[src/rtl/prog_loader_pkg.sv]
// Shared types and constants for the program loader: FSM state encoding
// and instruction-word geometry.
package prog_loader_pkg;

    localparam int WORD_W         = 32;
    localparam int BYTES_PER_WORD = 4;

    typedef enum logic [2:0] {
        IDLE  = 3'd0,
        RECV  = 3'd1,
        WRITE = 3'd2,
        DONE  = 3'd3,
        ERR   = 3'd4
    } state_e;

endpackage

[src/rtl/prog_loader_word_packer.sv]
// Assembles incoming bytes into a little-endian 32-bit word; the first byte of
// a word ends up in bits [7:0] after the fourth shift.
module word_packer
    import prog_loader_pkg::*;
(
    input  logic              clk_i,
    input  logic              rst_n_i,
    input  logic              clear_i,
    input  logic              byte_valid_i,
    input  logic [7:0]        byte_i,
    output logic [WORD_W-1:0] word_o,
    output logic              word_full_o
);

    logic [1:0]        cnt_q;
    logic [1:0]        cnt_d;
    logic [WORD_W-1:0] word_q;
    logic [WORD_W-1:0] word_d;

    // Byte counter and shift register next-state; the counter wraps after the fourth byte
    always_comb begin
        cnt_d  = cnt_q;
        word_d = word_q;
        if (clear_i) begin
            cnt_d = 2'd0;
        end else if (byte_valid_i) begin
            cnt_d  = cnt_q + 2'd1;
            word_d = {byte_i, word_q[WORD_W-1:8]};
        end else begin
            cnt_d  = cnt_q;
        end
    end

    // Packer state registers
    always_ff @(posedge clk_i) begin
        if (!rst_n_i) begin
            cnt_q  <= 2'd0;
            word_q <= '0;
        end else begin
            cnt_q  <= cnt_d;
            word_q <= word_d;
        end
    end

    assign word_o      = word_q;
    assign word_full_o = byte_valid_i && !clear_i && (cnt_q == 2'(BYTES_PER_WORD - 1));

endmodule

[src/rtl/prog_loader.sv]
// Streams program bytes into instruction memory one word at a time and holds
// the core in reset until a complete, length-checked load has finished.
module prog_loader
    import prog_loader_pkg::*;
#(
    parameter int DEPTH  = 80,
    parameter int ADDR_W = 64,
    parameter int LEN_W  = 16
) (
    input  logic              CLK,
    input  logic              RST,
    input  logic              start,
    input  logic [LEN_W-1:0]  len_words,
    input  logic [7:0]        rx_data,
    input  logic              rx_valid,
    output logic              rx_ready,
    output logic              wr_en,
    output logic [ADDR_W-1:0] wr_addr,
    output logic [WORD_W-1:0] wr_data,
    output logic              core_rst_n,
    output logic              busy,
    output logic              done,
    output logic              err
);

    localparam logic [LEN_W:0] DEPTH_L = (LEN_W + 1)'(DEPTH);

    state_e             state_q;
    state_e             state_d;
    logic [ADDR_W-1:0]  idx_q;
    logic [ADDR_W-1:0]  idx_d;
    logic [LEN_W-1:0]   len_q;
    logic [LEN_W-1:0]   len_d;

    logic               pack_clear;
    logic               accept_byte;
    logic               word_full;
    logic               len_bad;
    logic               last_word;

    assign accept_byte = rx_valid && (state_q == RECV);
    assign len_bad     = (len_words == '0) || ({1'b0, len_words} > DEPTH_L);
    assign last_word   = (idx_q == ADDR_W'(len_q - LEN_W'(1)));

    word_packer u_packer (
        .clk_i        (CLK),
        .rst_n_i      (RST),
        .clear_i      (pack_clear),
        .byte_valid_i (accept_byte),
        .byte_i       (rx_data),
        .word_o       (wr_data),
        .word_full_o  (word_full)
    );

    // Next-state logic; start is only honoured from the idle/terminal states
    always_comb begin
        state_d    = state_q;
        idx_d      = idx_q;
        len_d      = len_q;
        pack_clear = 1'b0;
        case (state_q)
            IDLE, DONE, ERR: begin
                if (start) begin
                    if (len_bad) begin
                        state_d = ERR;
                    end else begin
                        state_d    = RECV;
                        len_d      = len_words;
                        idx_d      = '0;
                        pack_clear = 1'b1;
                    end
                end else begin
                    state_d = state_q;
                end
            end
            RECV: begin
                if (word_full) begin
                    state_d = WRITE;
                end else begin
                    state_d = RECV;
                end
            end
            WRITE: begin
                if (last_word) begin
                    state_d = DONE;
                end else begin
                    state_d = RECV;
                    idx_d   = idx_q + ADDR_W'(1);
                end
            end
            default: begin
                state_d = IDLE;
            end
        endcase
    end

    // FSM and load-context registers
    always_ff @(posedge CLK) begin
        if (!RST) begin
            state_q <= IDLE;
            idx_q   <= '0;
            len_q   <= '0;
        end else begin
            state_q <= state_d;
            idx_q   <= idx_d;
            len_q   <= len_d;
        end
    end

    assign rx_ready   = (state_q == RECV);
    assign wr_en      = (state_q == WRITE);
    assign wr_addr    = idx_q;
    assign busy       = (state_q == RECV) || (state_q == WRITE);
    assign done       = (state_q == DONE);
    assign err        = (state_q == ERR);
    assign core_rst_n = (state_q == DONE);

endmodule

[config.mk]
export PLATFORM = sky130hd
export DESIGN_NAME = prog_loader
export DESIGN_NICKNAME = d
export VERILOG_FILES = /design/src/rtl/prog_loader_pkg.sv /design/src/rtl/prog_loader_word_packer.sv /design/src/rtl/prog_loader.sv
export SDC_FILE = /design/constraint.sdc
export NUM_CORES = 1
export LEC_CHECK = 0
export ABC_CLOCK_PERIOD_IN_PS = 4700
export CAP_MARGIN = 15
export CORE_MARGIN = 1
export CORE_UTILIZATION = 51
export CTS_BUF_LIST = sky130_fd_sc_hd__clkbuf_16
export CTS_CLUSTER_SIZE = 12
export DETAILED_ROUTE_END_ITERATION = 8
export PLACE_DENSITY = 0.8
export SLEW_MARGIN = 20
export SYNTH_ARGS = -nofsm -noshare
export SYNTH_HDL_FRONTEND = slang
export SYNTH_SLANG_ARGS = --single-unit
[constraint.sdc]
create_clock -name CLK -period 4.7 [get_ports CLK]
set_clock_uncertainty 0.05 [all_clocks]
set_input_delay 1.41 -clock CLK [delete_from_list [all_inputs] [get_ports CLK]]
set_output_delay 1.41 -clock CLK [all_outputs]
set_load 0.005 [all_outputs]
-- Yosys cells after proc, flatten, opt, wreduce, memory -nomap -nowiden
Index checks and enable logic that the tools add are counted.
- bits in registers: 117
- input bits: 28
- output and inout port bits: 102
- logic and storage cells: 47
- add/sub/neg operators: 3
- $lt $le $gt $ge: 1
- eq/ne operators: 9
- multiplexer cells: 12
- bitwise logic cells: 3
- reduce and logical (&&, ||, !) cells: 14
- operator list (operator ; count):
    2-to-1 mux 64 bit ; 3
    one-hot mux 64 bit (2 select lines) ; 1
    adder 64 x 1 -> 64 bit, second input constant ; 1
    equality test 64 bit ; 1
    subtractor 16 x 1 -> 17 bit, second input constant ; 1
    greater-than comparator 16 x 7 -> 1 bit, second input constant ; 1
    logical NOT 16 bit ; 1
    one-hot mux 3 bit (3 select lines) ; 1
    equality test 3 x 2 -> 1 bit, second input constant ; 2
    2-to-1 mux 3 bit ; 2
    != test 2 bit, second input constant ; 3
    2-to-1 mux 2 bit ; 2
    AND reduction 4 bit ; 1
    equality test 3 x 1 -> 1 bit, second input constant ; 1
    equality test 3 bit, second input constant ; 1
    logical AND 1 bit ; 3
    logical NOT 3 bit ; 1
    2-to-1 mux 1 bit ; 3
    inverter 1 bit ; 3
    AND reduction 3 bit ; 1
    OR reduction 3 bit ; 1
    adder 2 x 1 -> 2 bit, second input constant ; 1
    equality test 2 bit, second input constant ; 1
    logical OR 1 bit ; 2
    other kinds (4) ; 4

-- Depth between registers and ports, before layout
Gate-level depths: netlist of run 1.
- word-level depth: 10
- mapped depth: 12
- depth with buffers taken out: 10

-- Modules after synthesis
From an unflattened synthesis of run 1, not the netlist that was laid out.
- cell total of the unflattened synthesis: 747
- area, all modules: 6152.2 um^2
- by module, submodules not included (module ; instances ; cells each ; area an instance (um^2)):
    prog_loader ; 1 ; 625 ; 4837.1
    word_packer ; 1 ; 122 ; 1315.0

-- Least setup slack after synthesis of run 1
OpenSTA, ideal clock, no wires.
- path type: in2reg
- start: input port len_words[7]
- end: register idx_q[17] (netlist: wr_addr[17])
- setup time: 132 ps
- arrival time: 3529 ps
- data required time: 4518 ps
- setup slack: 988 ps
- cell stages on the path: 8
- cell sequence: or4_1 > nor4_2 > nand4_1 > o21ai_0 > clkbuf_1 > buf_2 > buf_1 > a21oi_1
- cells in the longest elaborated chain, start to end: 4
- elaborated cells on any way between the ends: 5
- those cells by class: order compare (1); eq/ne (1); reduce/logical (3)
- ends and longest elaborated chain (element ; RTL line ; text):
    start: declaration ; prog_loader.sv:13 ; input logic [LEN_W-1:0] len_words,
    greater-than comparator 16 x 7 -> 1 bit or logical NOT 16 bit (tied branches) ; prog_loader.sv:42 ; assign len_bad = (len_words == '0) || ({1'b0, len_words} > DEPTH_L);
    logical OR 1 bit * ; prog_loader.sv:42 ;
    != test 2 bit (no line) * ; n/a ;
    AND reduction 4 bit (no line) * ; n/a ;
    end signal: assignment ; prog_loader.sv:105 ; idx_q <= idx_d;
    end: declaration ; prog_loader.sv:30 ; logic [ADDR_W-1:0] idx_q;
Every way passes the cells marked *; elsewhere a longest branch is shown, timed or not.
A chain may end at the register's enable or synchronous reset.

-- Worst setup path after layout of run 1
- start: input port len_words[7]
- end: register idx_q[28] (netlist: wr_addr[28])
Same word-level chain as after synthesis.

==> results of run 1 <==
==> per-stage QoR <==
stage	instances	cell area, sq um
4_1_cts	1008	7860
5_1_grt	1008	7860
3_5_place_dp	976	7300
3_3_place_gp	976	7300
6_report	1008	7860
2_1_floorplan	740	5960
==> registers in the layout (all words and copies together) (netlist names) <==
name and count:
wr_addr 64, u_packer.word_o 32, len_q 16, state_q 3, u_packer.cnt_q 2
==> final cells by class <==
class                           count  area (sq um)  area share
Sequential cell                   117          2340       0.298
Tap cell                          143           179      0.0228
Multi-Input combinational cell    570          3380       0.430
Timing Repair Buffer              135          1360       0.173
Clock buffer                       17           425      0.0542
Inverter                           11          41.3     0.00526
Clock inverter                     15           125      0.0159
==> power breakdown <==
group / leakage (nW) / total, mW / internal [mW] / switching [mW]
combinational: 1.35 / 0.0573 / 0.0312 / 0.0260
sequential: 0.942 / 0.994 / 0.993 / 0.000676
clock: 0.288 / 1.21 / 0.761 / 0.447
==> cell families after synthesis <==
| kind of cell | after synthesis | share of synthesized area |
|---|---|---|
| compound gates | 182 | 0.194 |
| buf+inv | 53 | 0.0420 |
| mux | 6 | 0.0101 |
| simple gates | 354 | 0.318 |
| flops | 117 | 0.393 |
| xor+xnor | 25 | 0.0367 |
| fa+ha+maj | 3 | 0.00630 |
==> synth_stat cells, drive strengths merged (2+ instances only) <==
cell type  instances  share of area
nand2            122          0.077
dfxtp            117           0.39
a21oi             56          0.047
o21ai             43          0.036
a21boi            39          0.049
or3               36          0.038
or4               30          0.038
clkbuf            29          0.019
nand3             29          0.024
nand4             28          0.030
nor2              24          0.015
nor4              23          0.029
o31ai             22          0.028
and2              19          0.020
buf               13          0.016
xnor2             13          0.019
and3              12          0.013
nor3              12          0.011
xor2              12          0.018
inv               11         0.0069
nor2b              7         0.0073
mux2i              6          0.010
o211ai             6         0.0076
or2                5         0.0052
and4               4         0.0059
ha                 3         0.0063
a221oi             2         0.0040
o21a               2         0.0025
o21ba              2         0.0034
o41a               2         0.0038
==> per-layer routing <==
layer | global-route usage | share of wire | wire length [um] | vias up
li1 | - | - | - | 2950
met1 | 0.334 | 0.41 | 6850 | 2868
met2 | 0.470 | 0.49 | 8180 | 273
met3 | 0.0747 | 0.074 | 1230 | 37
met4 | 0.133 | 0.023 | 391 | 0
met5 | 0 | 0 | 0 | -
==> worst max-delay path, delay by kind of cell <==
family	cells	cell delay (ps)
simple gates	5	1670
buf+inv	2	610
compound gates	3	470
==> cell usage in the layout, fill, tap and decap left out, types with 24 or more instances in the layout <==
cell type / n
nand3_1: 29
clkdlybuf4s50_1: 129
nand4_1: 27
a21boi_0: 39
a21oi_1: 56
or3_1: 36
nand2_1: 122
o21ai_0: 31
nor2_1: 24
dfxtp_1: 117
or4_1: 30
==> worst paths after layout <==
kind                                         start            endpoint  slack, ps  depth (start not counted)
worst min register to register  u_packer.word_o[2]  u_packer.word_o[2]        410                          2
worst min-delay path            u_packer.word_o[2]  u_packer.word_o[2]        410                          2
worst max register to register         wr_addr[21]         wr_addr[31]       1300                          9
worst max-delay path                  len_words[7]         wr_addr[28]        780                         10
==> reports/results.ini, run 1 <==
[outcome]
status = finished, final reports clean

[power]
p_leak_nw = 2.59
powerDensity_nw_per_um2 = 288
p_total_mw = 2.26
peakVddDrop_mv = 0.313

[worst_setup_path]
critPathLaunchType = input pin
critPathMostFrequentCell = or4_1
crit_path_max_fanout = 118
cpMaxStageDelayCell = or4_1
cp_data_arrival_time_ps = 4220
cp_cell_sequence = clkdlybuf4s50_1, or4_1, nor4_2, and4_1, o21a_1, nor2_1, o21bai_4, buf_12, or4_1, a21oi_1
crit_type = in -> reg
cp.required_ps = 5000
end_kind = flop
slowest_delay_ps = 550

[timing]
finalSetupViolCount = 0
holdWs_ps = 411
relSlewSlack = 0.295
worst_pin_slew_ps = 1050
fin_ws_ps = 776
rsz0062_at_grt = no
final_max_slew_viol_count = 0
fin_crit_ps = 3920
hold_viol = 0
setup_tns_ps = 0
max_freq_mhz = 255
fin_crit_sh = 0.835

[floorplan]
die_x_um = 110
core_sq_um = 11400
start_util = 0.522
die_y_um = 110
dieArea_sq_um = 12100
num_io_pins = 130
rows = 39

[routing]
drt-total-wl_um = 16700
num_vias = 6128
ant_nets = 0
drcViolationCount = 0
avgViaCountPerCell = 6.08
drt_first_pass_iters = 5
wl_per_cell_um = 16.5
drt_iter0_markers = 523

[synth]
ys_ff_latch = 117
synth_area_sq_um = 5960
avgSynthCellArea_sq_um = 8.05
ys_seq_area_frac = 0.393
syn_inst = 740
synth_nets = 771
yosysUniqueCellTypes = 51
synth_warnings = 0
synth_edf_count = 0
synthFlopType = dfxtp_1
synthArstFlopShare = 0

[cts]
cts_setup_buffers = 0
clkSinkCount = 117
post_cts_resized = 0
htreeDepth = 4
clockBufferDepth = 2
clk_pin_slew_ps = 50
holdBufCountCts = 0
tritoncts = yes
clk_latency_ps = 420
numCtsBuffers = 17
root_buffer = clkbuf_16

[job]
cap_violations = 0

[min_path]
min_path_type = reg -> reg

[placed_design]
dp_hpwl_um = 11400
pre_cts_ws_ps = 377
gp_congestion = 0.836
portBuffers = 129

[grt]
track_usage = 0.280
antenna_found_initial = 0
grt.overflow.total = 0
grt_pass1_vias = 5618
grt_max_degree = 119
grt_pass1_wl_um = 26500

[layout]
fillers = 927
syn_to_final_growth_pct = 31.8
num_antenna_cells = 0
nets = 883
drive_gt1_frac = 0.0578
fin_util = 0.688

Note: power is estimated with default switching activity, not from simulation.
==> inputs of run 2 (changes only) <==
--- a/config.mk
+++ b/config.mk
@@ -5,7 +5,7 @@
 export SDC_FILE = /design/constraint.sdc
 export NUM_CORES = 1
 export LEC_CHECK = 0
-export ABC_CLOCK_PERIOD_IN_PS = 4700
+export ABC_CLOCK_PERIOD_IN_PS = 3700
 export CAP_MARGIN = 15
 export CORE_MARGIN = 1
 export CORE_UTILIZATION = 51
==> constraint.sdc (replaced) <==
create_clock -name CLK -period 3.7 [get_ports CLK]
set_clock_uncertainty 0.05 [all_clocks]
set_input_delay 1.11 -clock CLK [delete_from_list [all_inputs] [get_ports CLK]]
set_output_delay 1.11 -clock CLK [all_outputs]
set_load 0.005 [all_outputs]
==> reports/results.ini, run 2 (synthesis gave the netlist of run 1 again) <==
[layout]
nets = 905  ; was 883
seq_area_sq_um = 2340  ; unchanged
final_cell_area_sq_um = 8160  ; was 7860 sq um
num_antenna_cells = 0  ; unchanged
largest_register_ffs = 64  ; unchanged
drive_gt1_frac = 0.0868  ; was 0.0578
final_cell_mix = clkdlybuf4s50_1, nand2_1, dfxtp_1  ; unchanged
fillers = 872  ; was 927
layout_commonest_cell = clkdlybuf4s50_1  ; unchanged
syn_to_final_growth_pct = 37.0  ; was 31.8%
multi_input_area_sq_um = 3380  ; unchanged

[cts]
clk_latency_ps = 420  ; about the same
root_buffer = clkbuf_16  ; unchanged
cts_setup_buffers = 0  ; unchanged
holdBufCountCts = 0  ; unchanged
clkSinkCount = 117  ; unchanged
post_cts_resized = 0  ; unchanged
htreeDepth = 4  ; unchanged
numCtsBuffers = 17  ; unchanged
clk_pin_slew_ps = 50  ; about the same
clockBufferDepth = 2  ; unchanged
tritoncts = yes  ; unchanged

[floorplan]
die_x_um = 110  ; unchanged
num_io_pins = 130  ; unchanged
start_util = 0.522  ; unchanged
rows = 39  ; unchanged
die_y_um = 110  ; unchanged
dieArea_sq_um = 12100  ; unchanged
core_sq_um = 11400  ; unchanged

[timing]
fin_crit_ps = 3550
relSlewSlack = 0.462  ; was 0.295
rsz0062_at_grt = no  ; unchanged
final_max_slew_viol_count = 0  ; unchanged
max_freq_mhz = 282
fin_ws_ps = 151  ; was 776 ps
hold_viol = 0  ; unchanged
worst_pin_slew_ps = 803  ; was 1050 ps
fin_crit_sh = 0.959
finalSetupViolCount = 0  ; unchanged
holdWs_ps = 411  ; about the same

[min_path]
min_path_type = reg -> reg  ; unchanged

[routing]
drt_first_pass_iters = 5  ; unchanged
drcViolationCount = 0  ; unchanged
num_vias = 6159  ; was 6128
drt-total-wl_um = 17000  ; was 16700 um
avgViaCountPerCell = 5.98  ; was 6.08
wl_per_cell_um = 16.5  ; about the same
ant_nets = 0  ; unchanged
drt_iter0_markers = 437  ; was 523

[worst_setup_path]
cpMaxStageDelayCell = or4_1  ; unchanged
end_kind = flop  ; unchanged
crit_type = in -> reg  ; unchanged
slowest_delay_ps = 540  ; was 550 ps
critPathMostFrequentCell = or4_1  ; unchanged
crit_path_max_fanout = 57  ; was 118
cp.required_ps = 3990  ; was 5000 ps
cp_data_arrival_time_ps = 3840  ; was 4220 ps
cp_cell_sequence = clkdlybuf4s50_1, or4_1, nor4_2, and4_1, o21a_1, nor2_1, o21bai_4, buf_12, or4_1, a21oi_1  ; unchanged
critPathLaunchType = input pin  ; unchanged

[grt]
antenna_found_initial = 0  ; unchanged
track_usage = 0.286  ; was 0.280
grt.overflow.total = 0  ; unchanged
grt_max_degree = 58  ; was 119
grt_pass1_wl_um = 26900  ; was 26500 um
grt_pass1_vias = 5562  ; was 5618

[power]
pwr-share-comb = 0.025  ; about the same
netSwitchingFraction = 0.207  ; was 0.210
p_leak_nw = 2.72  ; was 2.59 nW
peakVddDrop_mv = 0.486  ; was 0.313 mV
p_clk_frac = 0.575  ; was 0.535
p_int_mw = 2.50  ; was 1.79 mW
powerDensity_nw_per_um2 = 387  ; was 288 nW/um^2
p_seq_frac = 0.400  ; was 0.440
p_sw_uw = 654  ; was 474 uW

[placed_design]
gp_congestion = 0.872  ; was 0.836
placed_area_sq_um = 7510  ; was 7300 sq um
pre_cts_ws_ps = -264  ; was 377 ps
dp_hpwl_um = 11700  ; was 11400 um
portBuffers = 129  ; unchanged

[outcome]
status = finished, final reports clean  ; unchanged

[job]
cap_violations = 0  ; unchanged

[run 2: changes by cell type in the layout (fill, tap and decap cells not counted)]
cell,change
bufinv_16,+3
inv_1,-4
clkinv_4,+4
clkinv_1,-1
buf_4,+19
buf_12,+3
clkinv_2,-5
clkinvlp_4,+2
inv_6,+1
[run 2: metrics by stage]
stage,setup TNS (ps),util,cells,power [mW]
2_1_floorplan,0,-,740,1.32
3_3_place_gp,-4900,0.657,998,1.37
3_5_place_dp,-7820,0.657,998,1.37
4_1_cts,0,0.715,1030,3.18
5_1_grt,0,0.715,1030,3.24
6_report,0,0.715,1030,3.16
[run 2: critical path, delay by kind of cell]
kind / cells / cell delay, ps
buffers and inverters: 2 / 600
AOI/OAI and AO/OA: 3 / 530
and+or+nand+nor: 5 / 1600
[run 2: worst paths after layout]
path / startpoint / endpoint / slack [ps] / depth (start not counted)
worst min-delay path: u_packer.word_o[1] / u_packer.word_o[1] / 410 / 2
worst min register to register: u_packer.word_o[1] / u_packer.word_o[1] / 410 / 2
worst max-delay path: len_words[7] / wr_addr[28] / 150 / 10
worst max register to register: len_q[0] / wr_addr[32] / 500 / 12
[run 2: layout make-up]
type,count,share of cell area
clock buffer,17,0.0521
clock inverter,15,0.0282
inverter,11,0.00506
multi-input combinational,570,0.414
sequential,117,0.287
tap,143,0.0219
timing repair buffer,157,0.192
[run 2: power groups by stage]
stage	registers, mW	logic, mW	clock network, mW
global placement	1.29	0.0778	0
finish	1.26	0.0802	1.82
floorplan	1.29	0.0286	0
detailed placement	1.29	0.0793	0
global route	1.26	0.0851	1.89
CTS	1.26	0.0794	1.83
[run 2: routing by layer]
metal / track usage / part of all wire / vias up
li1: - / - / 2984
met1: 0.345 / 0.42 / 2925
met2: 0.484 / 0.50 / 218
met3: 0.0717 / 0.058 / 32
met4: 0.118 / 0.017 / 0
met5: 0 / 0 / -
